==> config.mk <==
export PLATFORM = sky130hd
export DESIGN_NAME = frame_gen_tx_flat
export DESIGN_NICKNAME = d
export VERILOG_FILES = /design/src/rtl/frame_gen_tx_if.sv /design/src/rtl/frame_gen_tx.sv /design/src/flat_wrapper.sv
export SDC_FILE = /design/constraint.sdc
export NUM_CORES = 1
export LEC_CHECK = 0
export BUFFER_PORTS_ARGS = -buffer_cell sky130_fd_sc_hd__buf_4
export CAP_MARGIN = 20
export CORE_ASPECT_RATIO = 0.8
export CORE_MARGIN = 1
export CORE_UTILIZATION = 56
export DETAILED_ROUTE_END_ITERATION = 16
export HOLD_SLACK_MARGIN = 0.02
export MAX_ROUTING_LAYER = met4
export PLACE_DENSITY = 0.75
export REMOVE_ABC_BUFFERS = 1
export SLEW_MARGIN = 20
export SYNTH_ARGS = -nofsm -noshare
export SYNTH_HDL_FRONTEND = slang
export SYNTH_SLANG_ARGS = --single-unit
==> constraint.sdc <==
create_clock -name tx_clk -period 17.4 [get_ports tx_clk]
set_clock_uncertainty 0.1 [all_clocks]
set_input_delay 2.61 -clock tx_clk [delete_from_list [all_inputs] [get_ports tx_clk]]
set_output_delay 2.61 -clock tx_clk [all_outputs]
set_load 0.1 [all_outputs]
==> src/rtl/frame_gen_tx_if.sv <==
// rtl/frame_gen_tx_if.sv - MAC TX byte stream (data/dvld/ack) between generator and MAC
interface frame_gen_tx_if;
  logic [7:0] mac_tx_data;
  logic       mac_tx_dvld;
  logic       mac_tx_ack;

  modport master (output mac_tx_data, output mac_tx_dvld, input mac_tx_ack);
  modport slave  (input mac_tx_data, input mac_tx_dvld, output mac_tx_ack);
endinterface

==> src/rtl/frame_gen_tx.sv <==
// rtl/frame_gen_tx.sv - test-frame generator (seq number + TX timestamp) driving the MAC TX port
module frame_gen_tx #(
  parameter logic [47:0] DST_MAC     = 48'hFFFFFFFFFFFF,
  parameter logic [47:0] SRC_MAC     = 48'h004e46324300,
  parameter logic [15:0] ETH_TYPE    = 16'h88B5,
  parameter int          MAX_LEN     = 1518,
  parameter int          LEN_W       = 14,
  parameter int          ACK_TIMEOUT = 64,
  parameter logic [7:0]  PAD_BYTE    = 8'h00
) (
  input  logic               tx_clk,
  input  logic               reset,
  input  logic               start,
  input  logic               stop,
  input  logic [15:0]        cfg_frame_count,
  input  logic [LEN_W-1:0]   cfg_frame_len,
  input  logic [15:0]        cfg_gap,
  input  logic               cfg_payload_mode,
  output logic               conf_tx_en,
  output logic               conf_tx_jumbo_en,
  output logic               conf_tx_no_gen_crc,
  frame_gen_tx_if.master     tx,
  output logic               busy,
  output logic               frame_done,
  output logic               ack_timeout_err,
  output logic [31:0]        frames_sent
);

  localparam int               TO_W    = $clog2(ACK_TIMEOUT + 1);
  localparam logic [TO_W-1:0]  TO_LAST = TO_W'(ACK_TIMEOUT - 1);
  localparam logic [LEN_W-1:0] MIN_L   = LEN_W'(60);
  localparam logic [LEN_W-1:0] MAX_L   = LEN_W'(MAX_LEN);
  localparam logic             JUMBO   = (MAX_LEN > 1518);

  typedef enum logic [1:0] {S_IDLE, S_WAIT_ACK, S_DATA, S_GAP} state_t;

  state_t           state_q, state_d;
  logic [LEN_W-1:0] len_q, len_d, idx_q, idx_d;
  logic [15:0]      gap_q, gap_d, gap_cnt_q, gap_cnt_d;
  logic [15:0]      count_q, count_d, run_sent_q, run_sent_d;
  logic             mode_q, mode_d, stop_pend_q, stop_pend_d;
  logic [TO_W-1:0]  wait_q, wait_d;
  logic [31:0]      ts_cnt_q, ts_cap_q, ts_cap_d, sent_q, sent_d;
  logic [7:0]       data_q, data_d;
  logic             dvld_q, dvld_d, busy_q, busy_d, done_q, done_d, err_q, err_d;
  logic             conf_en_q, conf_jumbo_q;

  // Bytes 0..21 come from the header vector; the rest is payload.
  function automatic logic [7:0] frame_byte(input logic [LEN_W-1:0] i,
                                            input logic [31:0] seq,
                                            input logic [31:0] ts,
                                            input logic mode);
    logic [175:0] hdr;
    logic [7:0]   base;
    hdr  = {DST_MAC, SRC_MAC, ETH_TYPE, seq, ts};
    base = 8'd175 - {i[4:0], 3'b000};
    if (i < LEN_W'(22))
      return hdr[base -: 8];
    else if (mode)
      return PAD_BYTE;
    else
      return i[7:0] - 8'd22;
  endfunction

  always_comb begin
    state_d     = state_q;
    len_d       = len_q;
    gap_d       = gap_q;
    count_d     = count_q;
    mode_d      = mode_q;
    idx_d       = idx_q;
    gap_cnt_d   = gap_cnt_q;
    run_sent_d  = run_sent_q;
    stop_pend_d = stop_pend_q;
    wait_d      = wait_q;
    ts_cap_d    = ts_cap_q;
    sent_d      = sent_q;
    data_d      = data_q;
    dvld_d      = dvld_q;
    busy_d      = busy_q;
    done_d      = 1'b0;
    err_d       = 1'b0;

    case (state_q)
      S_IDLE: begin
        if (start) begin
          if (cfg_frame_len > MAX_L)      len_d = MAX_L;
          else if (cfg_frame_len < MIN_L) len_d = MIN_L;
          else                            len_d = cfg_frame_len;
          gap_d       = (cfg_gap == 16'd0) ? 16'd1 : cfg_gap;
          count_d     = cfg_frame_count;
          mode_d      = cfg_payload_mode;
          run_sent_d  = 16'd0;
          stop_pend_d = 1'b0;
          wait_d      = '0;
          busy_d      = 1'b1;
          dvld_d      = 1'b1;
          data_d      = DST_MAC[47:40];
          state_d     = S_WAIT_ACK;
        end
      end
      S_WAIT_ACK: begin
        if (stop) begin
          dvld_d  = 1'b0;
          data_d  = 8'h00;
          busy_d  = 1'b0;
          state_d = S_IDLE;
        end else if (tx.mac_tx_ack) begin
          ts_cap_d = ts_cnt_q;
          idx_d    = LEN_W'(1);
          data_d   = DST_MAC[39:32];
          state_d  = S_DATA;
        end else if (wait_q == TO_LAST) begin
          // Aborted frame: neither counted nor does it advance the sequence.
          dvld_d    = 1'b0;
          data_d    = 8'h00;
          err_d     = 1'b1;
          gap_cnt_d = 16'd0;
          state_d   = S_GAP;
        end else begin
          wait_d = wait_q + TO_W'(1);
        end
      end
      S_DATA: begin
        if (stop) stop_pend_d = 1'b1;
        if (idx_q == len_q - LEN_W'(1)) begin
          dvld_d     = 1'b0;
          data_d     = 8'h00;
          done_d     = 1'b1;
          sent_d     = sent_q + 32'd1;
          run_sent_d = run_sent_q + 16'd1;
          if (stop || stop_pend_q ||
              (count_q != 16'd0 && run_sent_q + 16'd1 == count_q)) begin
            busy_d  = 1'b0;
            state_d = S_IDLE;
          end else begin
            gap_cnt_d = 16'd0;
            state_d   = S_GAP;
          end
        end else begin
          idx_d  = idx_q + LEN_W'(1);
          data_d = frame_byte(idx_q + LEN_W'(1), sent_q, ts_cap_q, mode_q);
        end
      end
      S_GAP: begin
        if (stop) begin
          busy_d  = 1'b0;
          state_d = S_IDLE;
        end else if (gap_cnt_q == gap_q - 16'd1) begin
          dvld_d  = 1'b1;
          data_d  = DST_MAC[47:40];
          wait_d  = '0;
          state_d = S_WAIT_ACK;
        end else begin
          gap_cnt_d = gap_cnt_q + 16'd1;
        end
      end
      default: state_d = S_IDLE;
    endcase
  end

  always_ff @(posedge tx_clk or posedge reset) begin
    if (reset) begin
      state_q      <= S_IDLE;
      len_q        <= '0;
      gap_q        <= '0;
      count_q      <= '0;
      mode_q       <= 1'b0;
      idx_q        <= '0;
      gap_cnt_q    <= '0;
      run_sent_q   <= '0;
      stop_pend_q  <= 1'b0;
      wait_q       <= '0;
      ts_cnt_q     <= '0;
      ts_cap_q     <= '0;
      sent_q       <= '0;
      data_q       <= '0;
      dvld_q       <= 1'b0;
      busy_q       <= 1'b0;
      done_q       <= 1'b0;
      err_q        <= 1'b0;
      conf_en_q    <= 1'b0;
      conf_jumbo_q <= 1'b0;
    end else begin
      state_q      <= state_d;
      len_q        <= len_d;
      gap_q        <= gap_d;
      count_q      <= count_d;
      mode_q       <= mode_d;
      idx_q        <= idx_d;
      gap_cnt_q    <= gap_cnt_d;
      run_sent_q   <= run_sent_d;
      stop_pend_q  <= stop_pend_d;
      wait_q       <= wait_d;
      ts_cnt_q     <= ts_cnt_q + 32'd1;
      ts_cap_q     <= ts_cap_d;
      sent_q       <= sent_d;
      data_q       <= data_d;
      dvld_q       <= dvld_d;
      busy_q       <= busy_d;
      done_q       <= done_d;
      err_q        <= err_d;
      conf_en_q    <= 1'b1;
      conf_jumbo_q <= JUMBO;
    end
  end

  assign tx.mac_tx_data     = data_q;
  assign tx.mac_tx_dvld     = dvld_q;
  assign busy               = busy_q;
  assign frame_done         = done_q;
  assign ack_timeout_err    = err_q;
  assign frames_sent        = sent_q;
  assign conf_tx_en         = conf_en_q;
  assign conf_tx_jumbo_en   = conf_jumbo_q;
  assign conf_tx_no_gen_crc = 1'b0;

endmodule

==> src/flat_wrapper.sv <==
// flat-port wrapper written by rule: the top's interface ports become plain ports
module frame_gen_tx_flat 
#(
  parameter logic [47:0] DST_MAC     = 48'hFFFFFFFFFFFF,
  parameter logic [47:0] SRC_MAC     = 48'h004e46324300,
  parameter logic [15:0] ETH_TYPE    = 16'h88B5,
  parameter int          MAX_LEN     = 1518,
  parameter int          LEN_W       = 14,
  parameter int          ACK_TIMEOUT = 64,
  parameter logic [7:0]  PAD_BYTE    = 8'h00
)
  (tx_clk, reset, start, stop, cfg_frame_count, cfg_frame_len, cfg_gap, cfg_payload_mode, conf_tx_en, conf_tx_jumbo_en, conf_tx_no_gen_crc, busy, frame_done, ack_timeout_err, frames_sent, tx_mac_tx_data, tx_mac_tx_dvld, tx_mac_tx_ack);
  frame_gen_tx_if tx_i ();
  input  logic tx_clk;
  input  logic reset;
  input  logic start;
  input  logic stop;
  input  logic [15:0] cfg_frame_count;
  input  logic [LEN_W-1:0] cfg_frame_len;
  input  logic [15:0] cfg_gap;
  input  logic cfg_payload_mode;
  output logic conf_tx_en;
  output logic conf_tx_jumbo_en;
  output logic conf_tx_no_gen_crc;
  output logic busy;
  output logic frame_done;
  output logic ack_timeout_err;
  output logic [31:0] frames_sent;
  output wire logic [$bits(tx_i.mac_tx_data)-1:0] tx_mac_tx_data;
  output wire logic [$bits(tx_i.mac_tx_dvld)-1:0] tx_mac_tx_dvld;
  input wire logic [$bits(tx_i.mac_tx_ack)-1:0] tx_mac_tx_ack;
  assign tx_mac_tx_data = tx_i.mac_tx_data;
  assign tx_mac_tx_dvld = tx_i.mac_tx_dvld;
  assign tx_i.mac_tx_ack = tx_mac_tx_ack;
  frame_gen_tx #(.DST_MAC(DST_MAC), .SRC_MAC(SRC_MAC), .ETH_TYPE(ETH_TYPE), .MAX_LEN(MAX_LEN), .LEN_W(LEN_W), .ACK_TIMEOUT(ACK_TIMEOUT), .PAD_BYTE(PAD_BYTE)) u_core (.tx_clk(tx_clk), .reset(reset), .start(start), .stop(stop), .cfg_frame_count(cfg_frame_count), .cfg_frame_len(cfg_frame_len), .cfg_gap(cfg_gap), .cfg_payload_mode(cfg_payload_mode), .conf_tx_en(conf_tx_en), .conf_tx_jumbo_en(conf_tx_jumbo_en), .conf_tx_no_gen_crc(conf_tx_no_gen_crc), .tx(tx_i), .busy(busy), .frame_done(frame_done), .ack_timeout_err(ack_timeout_err), .frames_sent(frames_sent));
endmodule
==> impl_metrics.yaml <==
floorplan:
  die_w_um: 167
  initial_utilization_pct: 58.1
  coreArea_um2: 21000
  num_rows: 47
  die_height_um: 134
  floorplan.die_area_um2: 22400
  top_level_ports: 99
cells_and_area:
  fillers: 1695
  design_area_um2: 13800
  layout-drive-gt1-share_pct: 15.3
  final_net_count: 1422
  multi_input_gate_area_in_the_final_layout_um2: 6500
  finish.cell_count_without_fillers: 1634
  num_antenna_cells: 0
  flow.area_growth_from_synthesis_pct: 13.1
  register_area_um2: 5310
detailed_routing:
  route.detailed.vias_per_inst: 6.12
  drt_drc: 0
  vias: 10000
  drt_wl_total_mm: 29.4
  postRouteAntennaNets: 0
  first_pass_iters: 5
  drt_first_iter_violations: 939
  routed_wire_length_per_instance_um: 18.0
power:
  power_switching_share_pct: 38.6
  flop_pwr_share_pct: 36.7
  internal_power_mw: 1.10
  pwr-share-clk_pct: 27.7
  power_density_over_the_cells_nw_per_um2: 130
  comb_power_share_pct: 35.6
  p_sw_uw: 693
  p_leak_nw: 6.30
  vdd_drop_max_mv: 0.132
sta:
  fin_setup_tns_ns: 0
  worst_slew_margin_rel_pct: 31.8
  post-route-min-period_ns: 4.90
  rsz_0062_raised_after_global_routing: "no"
  finalHoldViolCount: 0
  finalWorstSetupSlack_ns: 12.50
  setup_viol: 0
  final-max-slew-violation-count: 0
  timing.fmax_mhz: 204
  tightestPinTransition_ns: 1.01
  finalCritPeriodShare_pct: 28.2
grt:
  grt_pass1_wl_mm: 49.1
  via_count_of_the_first_global_routing_pass: 9516
  grt_overflow_total: 0
  initial_antenna_violation_count: 0
  global_route.usage.total_pct: 27.8
  maximum_number_of_pins_on_one_net_before_global_route_repair: 148
setup_path:
  critPathMostFrequentCell: "sky130_fd_sc_hd__or4_1"
  worstSetupPathType: "flop to flop"
  endpoint_kind: "flop"
  timing.critical_path.arrival_ns: 5.25
  critPathMaxStageDelay_ns: 0.81
  worst-path-buf-inv: 1
  sort_of_element_at_the_start_of_the_critical_path: "flop"
  worst-path-max-fanout: 28
  path_cells: "inv_1, ha_1, nor3b_1, nand3_1, xnor2_1, or4_1, or4_1, o21a_1, a2111o_1, or4_1, nand3_1"
  critPathTopFamily: "simple AND/OR/NAND/NOR gates"
  critical_path.slowest_cell: "sky130_fd_sc_hd__or4_1"
  timing.critical_path.required_ns: 17.74
clock_tree:
  clockBufferDepth: 3
  cts_setup_buffers: 0
  htree_levels: 1
  cts_root_buffer: "sky130_fd_sc_hd__clkbuf_16"
  post_cts_resized: 0
  numClockSinks: 212
  numCtsBuffers: 23
  post_cts_hold_buffer_count: 0
  clk_pin_slew_ns: 0.06
  tritoncts: "built"
  insertion_delay_ns: 0.52
logic_synthesis:
  synth_seq_area_share_pct: 43.5
  synth_top_cells_by_count: "sky130_fd_sc_hd__dfrtp_1, sky130_fd_sc_hd__nand2_1, sky130_fd_sc_hd__xnor2_1"
  synthesis.instances: 1294
  yosysMostFrequentCell: "sky130_fd_sc_hd__dfrtp_1"
  seq_cells_post_synth: 212
  ys_types: 70
  async_flop_share_pct: 100
  yosysWarningCount: 0
  synth_top_area_share_pct: 43.5
  syn-mean-instance-area_um2: 9.43
  synth.largest_area_cell: "sky130_fd_sc_hd__dfrtp_1"
  synth_edf_count: 0
  synthesis.area_um2: 12200
  leading_cell_types_by_total_area_after_synthesis: "sky130_fd_sc_hd__dfrtp_1, sky130_fd_sc_hd__nand2_1, sky130_fd_sc_hd__xnor2_1"
  synth_top_flop_cell: "sky130_fd_sc_hd__dfrtp_1"
run_status:
  outcome: "finished clean"
worst_hold_path:
  worstHoldPathType: "flop to flop"
placed_design:
  pre_cts_slack_ns: 12.57
  buffer_ports.inserted: 96
  numPlacedInstances: 1593
  dpl_cell_area_um2: 13000
  hpwl_mm: 20.6
  globalplace.congestion: 0.898
flow_run:
  max-cap-violations: 0
-- cell families after synthesis --
group	Yosys count	synth area share, %
buffers and inverters	103	3.29
and+or+nand+nor	543	22.0
AOI/OAI and AO/OA	218	11.9
xor gates and xnor gates	129	9.37
DFF	212	43.5
other	2	0.0616
adders and majority gates	21	2.15
muxes	66	7.81
-- metrics by stage --
stage	util (%)	hold slack, ns	total power [mW]
global placement	62.1	0.362	1.28
CTS	65.7	0.388	1.80
detailed placement	62.1	0.375	1.29
floorplan	-	0.342	1.13
finish	65.7	0.383	1.79
global route	65.7	0.402	1.89
-- cell usage in the layout, fill, tap and decap left out, types with 7 or more instances in the layout --
master	n
sky130_fd_sc_hd__a21boi_0	9
sky130_fd_sc_hd__a21oi_1	40
sky130_fd_sc_hd__and2_1	11
sky130_fd_sc_hd__and3_1	31
sky130_fd_sc_hd__and4_1	8
sky130_fd_sc_hd__buf_4	104
sky130_fd_sc_hd__clkbuf_16	23
sky130_fd_sc_hd__dfrtp_1	212
sky130_fd_sc_hd__ha_1	20
sky130_fd_sc_hd__inv_1	26
sky130_fd_sc_hd__mux2_2	34
sky130_fd_sc_hd__mux2i_1	12
sky130_fd_sc_hd__mux4_2	20
sky130_fd_sc_hd__nand2_1	202
sky130_fd_sc_hd__nand2b_1	10
sky130_fd_sc_hd__nand3_1	74
sky130_fd_sc_hd__nand3b_1	9
sky130_fd_sc_hd__nand4_1	31
sky130_fd_sc_hd__nor2_1	71
sky130_fd_sc_hd__nor3_1	27
sky130_fd_sc_hd__nor4_1	23
sky130_fd_sc_hd__o211ai_1	7
sky130_fd_sc_hd__o21ai_0	62
sky130_fd_sc_hd__o21bai_1	7
sky130_fd_sc_hd__o22a_1	15
sky130_fd_sc_hd__o31ai_1	18
sky130_fd_sc_hd__or3_1	11
sky130_fd_sc_hd__or4_1	13
sky130_fd_sc_hd__xnor2_1	85
sky130_fd_sc_hd__xor2_1	43
-- power groups by stage --
stage	sequential (mW)	clock [mW]	combinational (mW)
2_1_floorplan	0.724	0	0.402
3_3_place_gp	0.660	0	0.619
3_5_place_dp	0.662	0	0.633
4_1_cts	0.655	0.504	0.638
5_1_grt	0.669	0.521	0.703
6_report	0.657	0.497	0.638
-- routing by layer --
metal / global-route usage, % / up-vias / wire [um]
met5: - / - / 0
met4: 6.22 / 0 / 629
met3: 3.28 / 54 / 1450
met2: 42.7 / 272 / 13400
met1: 39.9 / 4938 / 14000
li1: - / 4737 / -
-- layout make-up --
| class | instances | area share [%] |
|---|---|---|
| inverters | 28 | 0.852 |
| clock buffers | 32 | 4.63 |
| flip-flops and latches | 212 | 38.4 |
| clock inverters | 9 | 0.897 |
| multi-input cells | 980 | 47.1 |
| well taps | 269 | 2.44 |
| repair buffers | 104 | 5.66 |
-- final timing paths --
check	from	end	slack (ns)	depth (start not counted)
max	u_core.len_q[0]	u_core.gap_cnt_q[14]	12.50	11
max in group asynchronous	reset	u_core.ts_cap_q[24]	13.75	3
max reg2reg	u_core.len_q[0]	u_core.gap_cnt_q[14]	12.50	11
min	u_core.ts_cnt_q[31]	u_core.ts_cnt_q[31]	0.38	1
min in group asynchronous	reset	u_core.gap_q[9]	2.11	2
min reg2reg	u_core.ts_cnt_q[31]	u_core.ts_cnt_q[31]	0.38	1
-- worst register-to-register path, stage by stage (launching register included) --
cell and delay (ns):
sky130_fd_sc_hd__dfrtp_1 0.44, sky130_fd_sc_hd__inv_1 0.12, sky130_fd_sc_hd__ha_1 0.20, sky130_fd_sc_hd__nor3b_1 0.63
sky130_fd_sc_hd__nand3_1 0.19, sky130_fd_sc_hd__xnor2_1 0.15, sky130_fd_sc_hd__or4_1 0.50, sky130_fd_sc_hd__or4_1 0.81
sky130_fd_sc_hd__o21a_1 0.34, sky130_fd_sc_hd__a2111o_1 0.65, sky130_fd_sc_hd__or4_1 0.59, sky130_fd_sc_hd__nand3_1 0.09
-- sequential cells by signal, indices dropped and copies added, names as in the netlist, 14 cells and up --
register            flops
u_core.count_q         16
u_core.frames_sent     32
u_core.gap_cnt_q       16
u_core.gap_q           16
u_core.idx_q           14
u_core.len_q           14
u_core.run_sent_q      16
u_core.ts_cap_q        32
u_core.ts_cnt_q        32
No activity file was read; power rests on OpenSTA's default activity.
